### src/rtl/mem_port_arbiter_pkg.sv
// Shared types for the single-port RAM arbiter: ownership, FSM state and
// the legal parameter limits.
package mem_port_arbiter_pkg;

  localparam int unsigned ARB_MAX_LATENCY = 4;
  localparam int unsigned ARB_MAX_STREAK  = 15;

  typedef enum logic [1:0] {
    OWN_NONE = 2'd0,
    OWN_IF   = 2'd1,
    OWN_D    = 2'd2
  } arb_owner_e;

  typedef enum logic {
    ARB_IDLE = 1'b0,
    ARB_WAIT = 1'b1
  } arb_state_e;

endpackage

### src/rtl/mem_port_arbiter.sv
// Shares one single-port synchronous RAM between instruction fetch and
// load/store. One transaction in flight; data has priority, with a streak
// limiter that forces a fetch grant after MAX_DATA_STREAK data grants.
module mem_port_arbiter
  import mem_port_arbiter_pkg::*;
#(
  parameter int unsigned LATENCY         = 1,
  parameter int unsigned MAX_DATA_STREAK = 4
) (
  input  logic        clk,
  input  logic        rst,
  input  logic        if_req,
  input  logic [31:0] if_addr,
  output logic        if_gnt,
  output logic        if_rvalid,
  output logic [31:0] if_rdata,
  input  logic        d_req,
  input  logic [31:0] d_addr,
  input  logic        d_we,
  input  logic [3:0]  d_wstrb,
  input  logic [31:0] d_wd,
  output logic        d_gnt,
  output logic        d_rvalid,
  output logic [31:0] d_rdata,
  output logic        mem_en,
  output logic [31:0] mem_addr,
  output logic        mem_we,
  output logic [3:0]  mem_wstrb,
  output logic [31:0] mem_wd,
  input  logic [31:0] mem_rd,
  output logic        busy
);

  localparam int unsigned LAT_W    = $clog2(ARB_MAX_LATENCY + 1);
  localparam int unsigned STREAK_W = $clog2(ARB_MAX_STREAK + 1);
  localparam logic [LAT_W-1:0]    LAT_INIT   = LAT_W'(LATENCY);
  localparam logic [STREAK_W-1:0] STREAK_MAX = STREAK_W'(MAX_DATA_STREAK);

  arb_state_e             state;
  arb_owner_e             owner;
  logic                   owner_we;
  logic [LAT_W-1:0]       lat_cnt;
  logic [STREAK_W-1:0]    streak;
  logic                   resp;
  logic                   window;
  logic                   pick_if;
  logic                   pick_d;

  // Grant window and winner selection; reset closes the window so no grant leaks out
  always_comb begin
    resp    = (state == ARB_WAIT) && (lat_cnt == LAT_W'(1));
    window  = !rst && ((state == ARB_IDLE) || resp);
    pick_d  = window && d_req && !(if_req && (streak == STREAK_MAX));
    pick_if = window && if_req && !pick_d;
  end

  // Memory request mux: winner's fields pass straight through, idle bus is zero
  always_comb begin
    mem_en    = pick_if | pick_d;
    mem_addr  = '0;
    mem_we    = 1'b0;
    mem_wstrb = '0;
    mem_wd    = '0;
    if (pick_d) begin
      mem_addr  = d_addr;
      mem_we    = d_we;
      mem_wstrb = d_wstrb;
      mem_wd    = d_wd;
    end else if (pick_if) begin
      mem_addr  = if_addr;
    end
  end

  // Response routing back to the owner; stores acknowledge with zero data
  always_comb begin
    if_gnt    = pick_if;
    d_gnt     = pick_d;
    if_rvalid = !rst && resp && (owner == OWN_IF);
    d_rvalid  = !rst && resp && (owner == OWN_D);
    if_rdata  = if_rvalid ? mem_rd : '0;
    d_rdata   = (d_rvalid && !owner_we) ? mem_rd : '0;
    busy      = !rst && (state == ARB_WAIT);
  end

  // Transaction FSM: a grant in the response cycle chains straight into a new WAIT
  always_ff @(posedge clk) begin
    if (rst) begin
      state    <= ARB_IDLE;
      owner    <= OWN_NONE;
      owner_we <= 1'b0;
      lat_cnt  <= '0;
    end else if (pick_if || pick_d) begin
      state    <= ARB_WAIT;
      lat_cnt  <= LAT_INIT;
      owner    <= pick_d ? OWN_D : OWN_IF;
      owner_we <= pick_d && d_we;
    end else if (state == ARB_WAIT) begin
      if (lat_cnt == LAT_W'(1)) begin
        state    <= ARB_IDLE;
        owner    <= OWN_NONE;
        owner_we <= 1'b0;
        lat_cnt  <= '0;
      end else begin
        lat_cnt  <= lat_cnt - LAT_W'(1);
      end
    end
  end

  // Consecutive data grants while fetch waits; saturates at the limit
  always_ff @(posedge clk) begin
    if (rst || !if_req || pick_if) begin
      streak <= '0;
    end else if (pick_d && (streak != STREAK_MAX)) begin
      streak <= streak + STREAK_W'(1);
    end
  end

endmodule

### config.mk
export PLATFORM = sky130hd
export DESIGN_NAME = mem_port_arbiter
export DESIGN_NICKNAME = d
export VERILOG_FILES = /design/src/rtl/mem_port_arbiter_pkg.sv /design/src/rtl/mem_port_arbiter.sv
export SDC_FILE = /design/constraint.sdc
export NUM_CORES = 1
export LEC_CHECK = 0
export CAP_MARGIN = 20
export CORE_AREA = 2 2 107 109
export DETAILED_ROUTE_END_ITERATION = 8
export DIE_AREA = 0 0 109 111
export SLEW_MARGIN = 10
export SYNTH_ARGS = -nofsm -noshare
export SYNTH_HDL_FRONTEND = slang
export SYNTH_SLANG_ARGS = --single-unit
### constraint.sdc
create_clock -name clk -period 4.6 [get_ports clk]
set_clock_uncertainty 0.15 [all_clocks]
set_input_delay 0.69 -clock clk [delete_from_list [all_inputs] [get_ports clk]]
set_output_delay 0.69 -clock clk [all_outputs]
set_load 0.005 [all_outputs]
**After elaboration in Yosys (flattened, before gate mapping)**

Index checks and enable logic that the tools add are counted.

- $add $sub $neg: 2
- Eq/ne operators: 5
- Multiplexer cells: 20
- Bitwise logic cells: 2
- Reductions and logical operators: 27

Operators by type and width:

| kind | number |
|---|---|
| 32-bit 2-to-1 mux | 5 |
| 1-bit logical AND | 14 |
| 1-bit 2-to-1 mux | 9 |
| 2-bit 2-to-1 mux | 4 |
| 1-bit logical NOT | 5 |
| 4-bit by 1-bit adder with 4-bit output, second input constant | 1 |
| 4-bit by 3-bit equality test with 1-bit output, second input constant | 1 |
| 1-bit logical OR | 4 |
| 4-bit 2-to-1 mux | 1 |
| 4-bit by 3-bit != test with 1-bit output, second input constant | 1 |
| 2-bit nonzero test | 2 |
| 3-bit by 1-bit equality test with 1-bit output, second input constant | 1 |
| 3-bit 2-to-1 mux | 1 |
| 3-bit by 1-bit subtractor with 3-bit output, second input constant | 1 |
| 2-bit by 1-bit equality test with 1-bit output, second input constant | 1 |
| 2-bit equality test, second input constant | 1 |
| 2-bit AND reduction | 1 |
| 2-bit OR reduction | 1 |
| 1-bit NOT | 1 |
| 1-bit bitwise OR | 1 |

- Register bits after elaboration: 11
- Input port bits: 137
- Logic and storage cells: 62

**Longest topological paths before layout**

- Word-level depth: 11
- Mapped depth: 8
- Mapped depth without buffers: 6

**Worst setup path before layout**

Ideal clock, no wire load.

- Path type: input-to-output
- From: input rst
- To: output mem_addr[10]
- Data arrival time: 1.770 ns
- Required time: 3.760 ns
- Path slack: 1.990 ns
- Stages: 6
- Buffers on the path: 3
- Cell sequence: buf_2 -> nand2b_4 -> a211oi_4 -> buf_6 -> buf_12 -> mux2i_1

- Word-level cells in the longest chain between the ends: 8
- Elaborated cells between the ends (all ways): 9
- Those cells by class: 2 x mux; 7 x reduce/logical

RTL lines:

| element | RTL line | text |
|---|---|---|
| start, declared | mem_port_arbiter.sv:11 | `input logic rst,` |
| 1-bit logical NOT * | mem_port_arbiter.sv:52 | `window = !rst && ((state == ARB_IDLE) \|\| resp);` |
| 1-bit logical AND * | mem_port_arbiter.sv:52 |  |
| 1-bit logical AND (2 in a row) | mem_port_arbiter.sv:53 | `pick_d = window && d_req && !(if_req && (streak == STREAK_MAX));` |
| 1-bit logical NOT | mem_port_arbiter.sv:54 | `pick_if = window && if_req && !pick_d;` |
| 1-bit logical AND | mem_port_arbiter.sv:54 |  |
| 32-bit 2-to-1 mux | mem_port_arbiter.sv:69 | `end else if (pick_if) begin` |
| 32-bit 2-to-1 mux * | mem_port_arbiter.sv:64 | `if (pick_d) begin` |
| end, declared | mem_port_arbiter.sv:26 | `output logic [31:0] mem_addr,` |

Mark *: on every way between the ends. The rest lies on a longest branch, timed or not.

**Worst setup path in the final report**

- From: input rst
- To: output mem_addr[21]

Same word-level chain as after synthesis.

==> results_dict.tcl <==
set metrics [dict create \
    clock_sinks 11 \
    routabilityCongestion 0.832 \
    drv_cap 0 \
    routed-via-count 2763 \
    status "completed" \
    ys_top_cells_by_count "and2_1, nand2_1, inv_1, mux2i_1, dfxtp_1" \
    yosysWarnings 0 \
    synthCells 285 \
    hold_viol 0 \
    grt_max_degree 75 \
    antenna_found_initial 0 \
    dpl.hpwl_microns 8340 \
    timing.final.crit_share_pct 82.6 \
    grt_pass1_wl_microns 14700 \
    drtAntennaViolNets 0 \
    cp-end-kind "output pin" \
    drive_gt1_share_pct 3.10 \
    regArea_sq_um 220 \
    fin_cells 692 \
    syn_to_final_growth_pct 143 \
    ys_ff_latch 11 \
    postCtsResizedCells 0 \
    synth_top_area_cell "and2_1" \
    clk_pin_slew_ns 0.04 \
    period_minus_slack_ns 3.80 \
    p_per_area_mw_per_mm2 118 \
    synth_top_flop_cell "dfxtp_1" \
    drtPass1Iterations 4 \
    start_util_pct 18.3 \
    crit_fanout 74 \
    worst-r2r-setup-slack_ns 2.67 \
    num_antenna_cells 0 \
    routed_wl_microns 10000 \
    overflow 0 \
    drt_iter0_markers 104 \
    synth-edff-count 0 \
    io_pins 276 \
    yosysMostFrequentCell "and2_1" \
    multi_input_area_sq_mm 0.00150 \
    crit_end "mem_addr[21]" \
    async_reset_ff_share_pct 0 \
    r2r_start "streak[0]" \
    viasPerCell 3.99 \
    r2r_end "owner_we" \
    post_cts_buffers 0 \
    synthDistinctLibCells 35 \
    die_h_microns 111 \
    worstPathArrival_ns 2.96 \
    track_usage_pct 15.3 \
    startpoint "rst" \
    drc 0 \
    timing.final.ws_setup_ns 0.798 \
    dpl_worst_slack_ns 0.807 \
    critPathLaunchType "primary input" \
    wl_per_cell_microns 14.5 \
    cts_hold_buffers 0 \
    nNetsFinal 691 \
    drv_slew 0 \
    vdd_drop_max_v 0.000160 \
    rows 39 \
    dp.cells 688 \
    power.leakage_nw 1.94 \
    fill_cells 1126 \
    clock_path_buffers 2 \
    die_area_sq_mm 0.0121 \
    die_x_microns 109 \
    cts_tree "yes" \
    max_freq_ghz 0.263 \
    ys_seq_area_share_pct 10.9 \
    worstPathRequired_ns 3.76 \
    synth_top_area_share_pct 31.5 \
    synth_area_leaders "and2_1, mux2i_1, dfxtp_1" \
    io_buffers 275 \
    hold_start "lat_cnt[1]" \
    grt_setup_unrepaired "false" \
    grt_pass1_vias 2615 \
    finalPower_w 0.000579 \
    path_class "primary input to output pin" \
    max_slew_margin_pct 74.2 \
    setup_viol 0 \
    syn_avg_cell_area_sq_um 7.10 \
    numCtsBuffers 3 \
    reg2regPathDepth 6 \
    worstHoldPathCells 2 \
    core_sq_mm 0.0111 \
    syn_nets 426 \
    fin_setup_tns_ns 0 \
    htree_levels 1 \
    insertion_delay_ns 0.24 \
    cts_root_buf "clkbuf_16" \
    worst_slew_pin_slew_ns 0.387 \
    hp-class "register to register" \
    synth.cell_area_sq_mm 0.00202 \
]
-- routing by layer --
| layer | global-route usage, % | share of wire [%] | vias to the layer above | wire length (microns) |
|---|---|---|---|---|
| met5 | 0 | 0 | - | 0 |
| met4 | 3.16 | 1.5 | 0 | 146 |
| met3 | 3.23 | 7.7 | 11 | 773 |
| met2 | 30.1 | 53 | 98 | 5340 |
| met1 | 16.3 | 37 | 1240 | 3750 |
| li1 | - | - | 1414 | - |
-- cells in the final DEF (no fill, tap or decap), drive strengths merged --
master / synthesis / layout
a2111oi: 1 / 1
a211oi: 4 / 4
a21o: 2 / 2
a21oi: 5 / 5
a22o: 1 / 1
and2: 103 / 103
and3b: 1 / 1
buf: 16 / 4
clkbuf: 3 / 4
clkdlybuf4s50: 0 / 275
dfxtp: 11 / 11
ha: 4 / 4
inv: 36 / 36
mux2: 1 / 1
mux2i: 35 / 35
nand2: 38 / 38
nand2b: 5 / 5
nand3: 1 / 1
nand3b: 1 / 1
nor2: 7 / 7
nor2b: 1 / 1
nor3: 1 / 1
nor3b: 2 / 2
nor4b: 1 / 1
o21ai: 1 / 1
o2bb2ai: 1 / 1
or3: 2 / 2
xnor2: 1 / 1
-- report_power, final --
| group | switching, W | internal (W) |
|---|---|---|
| Sequential | 0.00000626 | 0.000101 |
| Combinational | 0.0000969 | 0.000211 |
| Clock | 0.0000464 | 0.000117 |
| Total | 0.000150 | 0.000429 |
-- cell type report --
class                   count  area share (%)
clock buffers               4            1.60
well taps                 143            3.64
inverters                  36            2.75
flip-flops and latches     11            4.48
multi-input cells         219            30.6
repair buffers            279            56.9
-- through the flow --
| stage | util [%] | cell area (sq um) | hold WS, ns |
|---|---|---|---|
| global placement | 43.6 | 4830 | 0.340 |
| detailed placement | 43.6 | 4830 | 0.332 |
| finish | 44.3 | 4910 | 0.336 |
| floorplan | - | 2020 | 0.307 |
| global route | 44.3 | 4910 | 0.393 |
| CTS | 44.3 | 4910 | 0.337 |
-- cell families (layout without fill, tap and decap cells) --
| family | count (synthesis) | count (layout) | synth area share, % |
|---|---|---|---|
| AOI/OAI and AO/OA | 15 | 15 | 5.81 |
| and+or+nand+nor | 163 | 163 | 47.7 |
| DFF | 11 | 11 | 10.9 |
| muxes | 36 | 36 | 17.9 |
| buffers and inverters | 55 | 319 | 14.8 |
| adders and majority gates | 4 | 4 | 2.47 |
| xor gates and xnor gates | 1 | 1 | 0.433 |
-- registers in the layout (all words and copies together) (netlist names) --
signal	count
streak	4
lat_cnt	3
owner	2
owner_we	1
state	1
-- worst max-delay path: stages --
cell and delay, ns:
clkdlybuf4s50_1 0.58, nand2b_4 0.24, a211oi_4 0.25, buf_12 0.32
mux2i_1 0.28, clkdlybuf4s50_1 0.53
-- worst min-delay path by stage --
stage | slack, ns | endpoint
final | 0.34 | lat_cnt[1]
after global routing | 0.39 | lat_cnt[1]
after CTS | 0.34 | lat_cnt[1]
after detailed placement | 0.33 | lat_cnt[1]
after global placement | 0.34 | lat_cnt[1]
after floorplan | 0.31 | lat_cnt[1]
(Power assumes the default switching activity.)
